### src/rtl/seq_pkg.sv
// ---------------------------------------------------------------------------
// seq_pkg
// Shared definitions for the instruction sequencer:
//   - 4-bit opcode constants found in ir[7:4]
//   - 3-bit sequencer state enumeration (also exported on state_o)
//   - default watchdog wait limit
//   - decode helper mapping an opcode to the state that follows DECODE
// ---------------------------------------------------------------------------
package seq_pkg;

  localparam logic [3:0] OP_NOP     = 4'h0;
  localparam logic [3:0] OP_ADD     = 4'h1;
  localparam logic [3:0] OP_LOAD    = 4'h2;
  localparam logic [3:0] OP_STORE   = 4'h3;
  localparam logic [3:0] OP_BR      = 4'h4;
  localparam logic [3:0] OP_IN      = 4'h5;
  localparam logic [3:0] OP_OUT     = 4'h6;
  localparam logic [3:0] OP_LOADIMM = 4'h7;
  localparam logic [3:0] OP_BR_Z    = 4'h8;
  localparam logic [3:0] OP_BR_N    = 4'h9;

  localparam int SEQ_WDOG_LIMIT_DEFAULT = 255;

  typedef enum logic [2:0] {
    ST_FETCH  = 3'd0,
    ST_DECODE = 3'd1,
    ST_EXEC   = 3'd2,
    ST_MEM    = 3'd3,
    ST_IO_IN  = 3'd4,
    ST_IO_OUT = 3'd5
  } state_t;

  // State entered after DECODE. Codes A-F fall through to FETCH like NOP.
  function automatic state_t seq_decode_next(input logic [3:0] op);
    case (op)
      OP_ADD, OP_LOADIMM, OP_BR, OP_BR_Z, OP_BR_N: return ST_EXEC;
      OP_LOAD, OP_STORE:                           return ST_MEM;
      OP_IN:                                       return ST_IO_IN;
      OP_OUT:                                      return ST_IO_OUT;
      default:                                     return ST_FETCH;
    endcase
  endfunction

endpackage

### src/rtl/seq_watchdog.sv
// ---------------------------------------------------------------------------
// seq_watchdog
// Counts consecutive cycles in which the sequencer is stalled on a handshake
// and flags a timeout when the count reaches WDOG_LIMIT.
// Ports:
//   clk       in  : system clock
//   rst_n     in  : synchronous active-low reset
//   i_wait    in  : sequencer is waiting without its handshake this cycle
//   o_timeout out : count has reached WDOG_LIMIT (combinational, one cycle)
// ---------------------------------------------------------------------------
module seq_watchdog
  import seq_pkg::*;
#(
  parameter int WDOG_LIMIT = SEQ_WDOG_LIMIT_DEFAULT
) (
  input  logic clk,
  input  logic rst_n,
  input  logic i_wait,
  output logic o_timeout
);

  logic [7:0] r_count;

  // Compare at full width so a limit above 255 never fires on wrap.
  assign o_timeout = (32'(r_count) == WDOG_LIMIT);

  // Any non-waiting cycle is a state change, so clearing on !i_wait covers
  // the "clear on state change" rule; a timeout restarts the count as well.
  always_ff @(posedge clk) begin
    if (!rst_n) begin
      r_count <= 8'd0;
    end else if (o_timeout || !i_wait) begin
      r_count <= 8'd0;
    end else begin
      r_count <= r_count + 8'd1;
    end
  end

endmodule

### src/rtl/instr_sequencer.sv
// ---------------------------------------------------------------------------
// instr_sequencer
// Multi-cycle fetch/decode/execute sequencer for the 8-bit processor. Holds
// the instruction register, drives the control unit opcode and turns the
// control unit's raw enables into phase-correct single strobes, absorbing
// wait states on memory and the IN/OUT ports.
//
// Optional feature: define SEQ_WATCHDOG_EN to bound every wait by
// WDOG_LIMIT cycles (timeout_err pulse, forced return to FETCH). Without it
// waits are unbounded and timeout_err is tied 0.
//
// Ports:
//   clk, rst_n              : clock, synchronous active-low reset
//   mem_rdata, mem_ready    : memory read data / access-complete
//   zero_flag, neg_flag     : ALU flags, sampled in DECODE for BR_Z / BR_N
//   cu_regWrite, cu_memWrite, cu_memRead, cu_WEinOut, cu_pcLine
//                           : raw control-unit enables
//   io_in_valid, io_out_ready : IO port handshakes
//   cu_op                   : {ir[7:4], cond} to the control unit
//   ir                      : instruction register
//   mem_re, mem_we, addr_sel: memory strobes, address source (1=operand)
//   pc_inc, pc_load         : PC increment / branch load
//   reg_we, out_we          : register file / output port writes
//   io_in_ack, io_out_valid : IO handshakes
//   state_o                 : current state (debug)
//   timeout_err             : one-cycle watchdog pulse
// ---------------------------------------------------------------------------
module instr_sequencer
  import seq_pkg::*;
#(
  parameter int WDOG_LIMIT = SEQ_WDOG_LIMIT_DEFAULT
) (
  input  logic       clk,
  input  logic       rst_n,
  input  logic [7:0] mem_rdata,
  input  logic       mem_ready,
  input  logic       zero_flag,
  input  logic       neg_flag,
  input  logic       cu_regWrite,
  input  logic       cu_memWrite,
  input  logic       cu_memRead,
  input  logic       cu_WEinOut,
  input  logic       cu_pcLine,
  input  logic       io_in_valid,
  input  logic       io_out_ready,
  output logic [4:0] cu_op,
  output logic [7:0] ir,
  output logic       mem_re,
  output logic       mem_we,
  output logic       addr_sel,
  output logic       pc_inc,
  output logic       pc_load,
  output logic       reg_we,
  output logic       out_we,
  output logic       io_in_ack,
  output logic       io_out_valid,
  output logic [2:0] state_o,
  output logic       timeout_err
);

  state_t     r_state;
  state_t     w_state_next;
  logic [7:0] r_ir;
  logic       r_cond;
  logic       w_load_ir;
  logic       w_timeout;
  logic [3:0] w_op;

  assign w_op    = r_ir[7:4];
  assign ir      = r_ir;
  assign cu_op   = {r_ir[7:4], r_cond};
  assign state_o = r_state;

`ifdef SEQ_WATCHDOG_EN
  logic w_wait;

  // Waiting = sitting in a handshake state without the handshake.
  assign w_wait = ((r_state == ST_FETCH)  && !mem_ready)   ||
                  ((r_state == ST_MEM)    && !mem_ready)   ||
                  ((r_state == ST_IO_IN)  && !io_in_valid) ||
                  ((r_state == ST_IO_OUT) && !io_out_ready);

  seq_watchdog #(
    .WDOG_LIMIT(WDOG_LIMIT)
  ) u_watchdog (
    .clk      (clk),
    .rst_n    (rst_n),
    .i_wait   (w_wait),
    .o_timeout(w_timeout)
  );
`else
  assign w_timeout = 1'b0;
`endif

  assign timeout_err = w_timeout & rst_n;

  // Next state and Mealy strobes.
  always_comb begin
    w_state_next = r_state;
    w_load_ir    = 1'b0;
    mem_re       = 1'b0;
    mem_we       = 1'b0;
    addr_sel     = 1'b0;
    pc_inc       = 1'b0;
    pc_load      = 1'b0;
    reg_we       = 1'b0;
    out_we       = 1'b0;
    io_in_ack    = 1'b0;
    io_out_valid = 1'b0;

    case (r_state)
      ST_FETCH: begin
        mem_re = 1'b1;
        if (mem_ready) begin
          pc_inc       = 1'b1;
          w_load_ir    = 1'b1;
          w_state_next = ST_DECODE;
        end
      end
      ST_DECODE: begin
        w_state_next = seq_decode_next(w_op);
      end
      ST_EXEC: begin
        reg_we       = cu_regWrite;
        pc_load      = cu_pcLine;
        w_state_next = ST_FETCH;
      end
      ST_MEM: begin
        addr_sel = 1'b1;
        mem_re   = cu_memRead;
        mem_we   = cu_memWrite;
        if (mem_ready) begin
          reg_we       = cu_regWrite;
          w_state_next = ST_FETCH;
        end
      end
      ST_IO_IN: begin
        if (io_in_valid) begin
          io_in_ack    = 1'b1;
          reg_we       = cu_regWrite;
          w_state_next = ST_FETCH;
        end
      end
      ST_IO_OUT: begin
        io_out_valid = 1'b1;
        if (io_out_ready) begin
          out_we       = cu_WEinOut;
          w_state_next = ST_FETCH;
        end
      end
      default: begin
        w_state_next = ST_FETCH;
      end
    endcase

    // A timeout abandons the instruction: no strobe may leak out and the
    // pending fetch (if any) is not captured.
    // Reset likewise masks every strobe so nothing is partially written.
    if (w_timeout || !rst_n) begin
      w_load_ir    = 1'b0;
      mem_re       = 1'b0;
      mem_we       = 1'b0;
      addr_sel     = 1'b0;
      pc_inc       = 1'b0;
      pc_load      = 1'b0;
      reg_we       = 1'b0;
      out_we       = 1'b0;
      io_in_ack    = 1'b0;
      io_out_valid = 1'b0;
    end
    if (w_timeout) begin
      w_state_next = ST_FETCH;
    end
  end

  always_ff @(posedge clk) begin
    if (!rst_n) begin
      r_state <= ST_FETCH;
      r_ir    <= 8'h00;
      r_cond  <= 1'b0;
    end else begin
      r_state <= w_state_next;
      if (w_load_ir) begin
        r_ir   <= mem_rdata;
        // Clear so the new opcode is never paired with a stale condition.
        r_cond <= 1'b0;
      end else if (r_state == ST_DECODE) begin
        // Flags are sampled only here; later flag changes do not matter.
        r_cond <= (w_op == OP_BR_Z) ? zero_flag :
                  (w_op == OP_BR_N) ? neg_flag  : 1'b0;
      end
    end
  end

endmodule

### config.mk
export PLATFORM = sky130hd
export DESIGN_NAME = instr_sequencer
export DESIGN_NICKNAME = d
export VERILOG_FILES = /design/src/rtl/seq_pkg.sv /design/src/rtl/seq_watchdog.sv /design/src/rtl/instr_sequencer.sv
export SDC_FILE = /design/constraint.sdc
export NUM_CORES = 1
export LEC_CHECK = 0
export CAP_MARGIN = 20
export CORE_MARGIN = 2
export CORE_UTILIZATION = 35
export CTS_BUF_LIST = sky130_fd_sc_hd__clkbuf_8 sky130_fd_sc_hd__clkbuf_16
export DETAILED_ROUTE_END_ITERATION = 8
export PLACE_DENSITY_LB_ADDON = 0.3
export SETUP_SLACK_MARGIN = 0.05
export SYNTH_ARGS = -nofsm -noshare
export SYNTH_HDL_FRONTEND = slang
export SYNTH_HIERARCHICAL = 1
export SYNTH_SLANG_ARGS = --single-unit
### constraint.sdc
create_clock -name clk -period 1.9 [get_ports clk]
set_input_delay 0.38 -clock clk [delete_from_list [all_inputs] [get_ports clk]]
set_output_delay 0.38 -clock clk [all_outputs]
set_load 0.05 [all_outputs]
Word-level counts from Yosys, hierarchy flattened --
Memories as Yosys holds them, arrays and structs flattened. A register that Yosys moved wholly into a read port is not among the register bits. Index checks and enable logic that the tools add are counted.
Storage, ports and cells: bits in registers 12, memory bits (read-only) 48, input bits 20, memories 1
Cells by class: equal/unequal tests 11, muxes and demuxes 32, bitwise logic cells 1, reduce and logical (&&, ||, !) cells 3
Memories:
- (name not given) | depth 16, width 3, rd ports 1, clocked after Yosys merged registers in 1, wr ports 0, RTL line seq_pkg.sv:35 | case (op)
Operator list (number):
- two-way mux 1 bit | 23
- case mux 3 bit (5 select lines) | 1
- two-way mux 3 bit | 4
- equality test 4 bit, second input constant | 2
- two-way mux 4 bit | 2
- inequality test 2 bit, second input constant | 4
- equality test 3 x 2 -> 1 bit, second input constant | 2
- equality test 3 bit, second input constant | 2
- AND reduction 4 bit | 1
- equality test 3 x 1 -> 1 bit, second input constant | 1
- zero test 3 bit | 1
- case mux 1 bit (3 select lines) | 1
- case mux 1 bit (2 select lines) | 1
- OR reduction 2 bit | 1
- inverter 1 bit | 1

Logic depth before layout (Yosys ltp) --
Gate-level depths: netlist of run 1.
depth after elaboration 5, depth in mapped cells 8, mapped depth without buffers 7

Worst setup path after synthesis of run 1 --
Ideal clock, no wire load.
path kind reg2out, start point register r_state[1] (netlist: state_o[1]), end point output mem_we, arrival 2.345 ns, setup slack -0.825 ns, stages on the path, launching flop included 5, path buffers 1, cells stage by stage dfxtp_1 clkbuf_1 nand2_1 nor2_1 and2_1
Between the ends: longest elaborated chain between the ends 3
Ends and longest elaborated chain:
- from (decl) | RTL line instr_sequencer.sv:61 | state_t r_state;
- from (signal assigned) | RTL line instr_sequencer.sv:182 | r_state <= w_state_next;
- equality test 3 x 2 -> 1 bit | RTL line instr_sequencer.sv:111 | case (r_state)
- two-way mux 1 bit | RTL line instr_sequencer.sv:111
- two-way mux 1 bit | RTL line instr_sequencer.sv:159 | if (w_timeout || !rst_n) begin
- to (decl) | RTL line instr_sequencer.sv:49 | output logic mem_we,
Every way passes these cells.

Final worst setup path of run 1 --
start point input rst_n, end point output out_we
Between the ends: longest elaborated chain between the ends 1
Ends and longest elaborated chain:
- from (decl) | RTL line instr_sequencer.sv:34 | input logic rst_n,
- two-way mux 1 bit | RTL line instr_sequencer.sv:159
- to (decl) | RTL line instr_sequencer.sv:54 | output logic out_we,
Every way passes these cells.

==> results.tsv, run 1 <==
metric	value	unit
drc	0	
yosysSeqAreaShare	0.359	
vdd.ir_drop.worst	0.622	mV
min_to	state_o[2]	
reg2reg_slack	0.12	ns
max_freq	549	MHz
slowest_stage	dlygate4sd2_1	
required	1.52	ns
worstSkewPairLatency	0.26	ns
arrival	1.44	ns
antenna_found_initial	0	
pwr-share-comb	0.475	
period_needed	1.82	ns
via_per_inst	4.94	
grt_pass1_vias	792	
syn_to_final_growth	79.2	%
gr-usage-met3	0.0452	
avgSynthCellArea	9.00	um^2
worst-path-stages	6	
wl	2310	um
grtUsageTotal	0.177	
cts.sinks	15	
setup_viol	0	
layout_common_cells	buf_4 (26), clkdlybuf4s50_1 (21), dfxtp_1 (12)	
worst_pin_slew	0.501	ns
rsz0062_at_grt	true	
numCtsBuffers	3	
grt_max_degree	14	
pin_count	46	
path_delay_family	buffers and inverters	
synth_cell_types	38	
antenna_cells	0	
p_leak	0.678	nW
syn_inst	93	
ys_ff_latch	15	
gp_congestion	0.884	
cts_tree	built	
r2r_cells	6	
cts_max_level	1	
cts_root_buffer	clkbuf_8	
dr.pass1.iters	4	
endpoint_kind	output port	
clock-skew-final	0.00751	ns
fin_crit_sh	0.959	
syn_area	837	um^2
min_path_type	reg2reg	
switching_power	0.533	mW
drv_cap	0	
timing.rr.start	state_o[0]	
power_frac_seq	0.323	
p_clk_frac	0.202	
cp-start-kind	primary input	
netSwitchingFraction	0.404	
grt.busiest_layer	met2	
die_w	52.9	um
die-area	2800	um^2
post_cts_buffers	0	
use_met2	0.285	
die_y	52.9	um
start_util	0.375	
synth_nets	115	
path_cells	dlygate4sd2_1, nor2b_4, buf_4, and3_4, and3_2, buf_12	
worstHoldPathCells	2	
ys_warn_count	6	
final_common_cell	buf_4	
cp_max_fo	3	
drt_iter0_drc	8	
post-dp-hpwl	1800	um
drv_slew	0	
clk_pin_slew_worst_paths	0.07	ns
grt_overflow	0	
numPortBuffers	44	
drive_gt1_frac	0.386	
clk_path_buf_depth	2	
row_count	17	
core	2230	um^2
critPathKind	in2out	
wl_per_cell	13.3	um
antenna_left	0	
grt_pass1_wl	3530	um
final-hold-violation-count	0	
nNetsFinal	168	
slew_headroom	0.665	
status	finished clean	
fin_setup_tns	0	ns
cts_hold_buffers	0	
critPathMaxStageDelay	0.26	ns
p_int	0.788	mW
powerDensity	881	nW/um^2
use_met1	0.206	
crit_buf_inv	3	
whs	0.433	ns
vias	854	
-- layout make-up --
| cell class | count | area, um^2 |
|---|---|---|
| Sequential cell | 15 | 309 |
| Tap cell | 28 | 35.0 |
| Clock inverter | 1 | 7.51 |
| Clock buffer | 3 | 41.3 |
| Inverter | 5 | 18.8 |
| Multi-Input combinational cell | 61 | 465 |
| Timing Repair Buffer | 60 | 623 |
| Fill cell | 176 | 733 |
-- tightest hold or removal path, stage by stage, from the launching register on --
cell and delay [ns]:
dfxtp_1 0.30, nand2_1 0.05, a21oi_1 0.05
-- layer usage --
metal	up-vias	part of all wire
met5	-	0
met4	0	0.032
met3	7	0.047
met2	25	0.52
met1	392	0.40
li1	430	-
-- worst max path at each step --
stage / from / end / slack (ns)
after floorplan: state_o[1] / mem_we / 0.06
after global placement: rst_n / flop / -0.23
after detailed placement: rst_n / flop / -0.29
after CTS: rst_n / out_we / 0.06
after global routing: state_o[0] / flop / 0.01
final: rst_n / out_we / 0.08
-- power by group through the flow --
stage          Sequential (mW)  Clock, mW  Combinational, mW
3_3_place_gp             0.431          0              0.616
3_5_place_dp             0.433          0              0.624
4_1_cts                  0.427      0.272              0.626
5_1_grt                  0.437      0.292              0.663
2_1_floorplan            0.520          0              0.311
6_report                 0.427      0.267              0.627
-- metrics by stage --
step	std cells	cell area [um^2]	util	setup slack [ns]	power [mW]
2_1_floorplan	93	866	-	0.0565	0.830
3_3_place_gp	169	1440	0.644	-0.231	1.05
3_5_place_dp	169	1440	0.644	-0.286	1.06
4_1_cts	173	1490	0.667	0.0551	1.32
5_1_grt	173	1500	0.672	0.0150	1.39
6_report	173	1500	0.672	0.0772	1.32
-- cell usage after synthesis, drive strengths merged --
cell	number	share of area
clkbuf	2	0.0090
ha	2	0.030
xor2	1	0.010
nand2	6	0.027
mux2	2	0.027
a22oi	2	0.024
and3	4	0.030
and4b	1	0.012
and4	1	0.010
a22o	6	0.073
nor4b	1	0.018
inv	5	0.022
dfxtp	15	0.36
a21boi	1	0.0090
buf	10	0.091
nor3	1	0.0060
a222oi	1	0.012
nor3b	2	0.018
nand2b	2	0.015
nand4	1	0.0075
a21o	1	0.0090
o22ai	1	0.0075
a32o	2	0.024
nand3	1	0.0060
nor2	8	0.036
o31ai	1	0.0090
a21oi	2	0.012
mux2i	2	0.024
and2	1	0.0075
a211oi	1	0.0090
o21ai	2	0.012
nor2b	4	0.030
conb	1	0.0045
-- logic make-up (layout without fill, tap and decap cells) --
family,Yosys count,after routing,share of synthesized area
adders and majority gates,2,2,0.0299
xor gates and xnor gates,1,1,0.0105
other,1,1,0.00448
buffers and inverters,17,69,0.123
DFF,15,15,0.359
AOI/OAI and AO/OA,20,20,0.200
muxes,4,4,0.0508
and+or+nand+nor,33,33,0.223
-- repair_timing --
item	4_1_cts	5_1_grt
pin swaps	2	0
gates resized for setup	5	4
cloned	0	0
hold endpoints to repair	0	0
endpoints found under the setup margin	9	3
No activity file was read; power rests on OpenSTA's default activity.
==> run 2: changes to the inputs <==
Settings changed: CTS_CLUSTER_SIZE from default to 16.
==> results of run 2 <==
No change in the layout: final DEF, timing and power equal those of run 1.
==> run 3: changes to the inputs <==
Clock period 1.9 ns to 1.7 ns, I/O delays scaled along.
==> run 3 against run 2 <==
Effect of this change: the flow now finishes with violations (negative setup slack); total power up 21%; via count up 7.0%; worst hold slack better by 0.00077 ns; sequential share of layout area down 1.7 points; clock power up 9.4%; non-clock buffer count up 11; global-route usage up 2.1 points; sequential cell count unchanged; setup slack worse by 0.16 ns; clock-buffer cell count unchanged; cell count up 6.4%.
==> results.tsv, run 3 (synthesized netlist as in run 1, its figures left out) <==
metric	value	unit
period_needed	1.79	ns
grt_max_degree	10	
antenna_found_initial	0	
gp_congestion	0.849	
grt.busiest_layer	met2	
grtUsageTotal	0.199	
syn_to_final_growth	97.3	%
die-area	2800	um^2
seqCellArea	312	um^2
row_count	17	
post-dp-hpwl	1840	um
cp-endpoint	reg_we	
cts_root_buffer	clkbuf_8	
violations	negative setup slack	
worstSkewPairLatency	0.25	ns
endpoint_kind	output port	
layout_common_cells	buf_4 (38), clkdlybuf4s50_1 (16), dfxtp_1 (12)	
grt_pass1_vias	882	
clock-skew-final	0.00538	ns
numCtsBuffers	3	
grt_overflow	0	
cp-start-kind	flop	
final-hold-violation-count	0	
arrival	1.45	ns
use_met2	0.360	
wl	2700	um
gr-usage-met3	0.0198	
drive_gt1_frac	0.526	
cts_hold_buffers	0	
final_common_cell	buf_4	
drv_slew	0	
die_w	52.9	um
cts_max_level	1	
whs	0.434	ns
nNetsFinal	179	
timing.rr.start	state_o[1]	
start_util	0.375	
fillers	152	
finalPower	1.59	mW
antenna_cells	0	
vias	914	
rsz0062_at_grt	true	
vdd.ir_drop.worst	0.732	mV
use_met1	0.226	
post-place-ws	-0.489	ns
clk_path_buf_depth	2	
drv_cap	0	
core	2230	um^2
grt_pass1_wl	4000	um
drc	0	
setup_viol	2	
required	1.36	ns
dr.pass1.iters	4	
via_per_inst	4.97	
multiInputGateArea	523	um^2
max_freq	560	MHz
die_y	52.9	um
p_leak	0.763	nW
cp_max_fo	5	
final_util	0.739	
setup_slack	-0.0860	ns
antenna_left	0	
status	finished with violations	
reg2reg_slack	-0.05	ns
numPortBuffers	44	
pin_count	46	
drt_iter0_drc	21	
fin_crit_sh	1.05	
wl_per_cell	14.7	um
clk_pin_slew_worst_paths	0.06	ns
critPathKind	reg2out	
cts.sinks	15	
r2r_cells	6	
powerDensity	965	nW/um^2
cts_tree	built	
startpoint	state_o[1]	
min_path_type	reg2reg	
-- run 3: worst max-delay path: stages, from the launching register on --
cell and delay [ns]:
dfxtp_4 0.36, buf_8 0.13, nor2b_4 0.10, mux2i_1 0.08, o22ai_1 0.18, and3_4 0.22
buf_12 0.13
-- run 3: metal layers --
layer / wire length, um / vias to the layer above
met3: 86 / 12
li1: - / 449
met5: 0 / -
met4: 114 / 0
met1: 1030 / 422
met2: 1470 / 31
-- run 3: how the worst min path moves through the flow --
| stage | slack [ns] | startpoint | to | cells past startpoint |
|---|---|---|---|---|
| floorplan | 0.41 | flop | state_o[2] | 2 |
| global placement | 0.42 | flop | state_o[2] | 2 |
| detailed placement | 0.43 | flop | state_o[2] | 2 |
| CTS | 0.44 | flop | state_o[2] | 2 |
| global route | 0.48 | flop | state_o[2] | 2 |
| finish | 0.43 | flop | state_o[2] | 2 |
-- run 3: cell type report --
class,count,share of cell area
clock inverter,1,0.00303
sequential,15,0.189
tap,28,0.0212
multi-input combinational,61,0.317
inverter,5,0.0114
timing repair buffer,71,0.434
clock buffer,3,0.0250
-- run 3: through the flow --
stage / cells / setup TNS (ns) / instance area [um^2]
3_5_place_dp: 173 / -2.97 / 1480
4_1_cts: 182 / -0.0694 / 1600
6_report: 184 / -0.135 / 1650
5_1_grt: 184 / -0.311 / 1650
3_3_place_gp: 173 / -2.26 / 1480
2_1_floorplan: 93 / -0.0306 / 887
-- run 3: what timing repair did --
item,in CTS,in global routing
resized for setup,18,10
pin swaps,3,3
buffers inserted,5,2
endpoints found under the setup margin,12,7
-- run 3: power breakdown --
part	switching, mW	internal (mW)
clock	0.129	0.162
sequential	0.0510	0.411
combinational	0.460	0.380
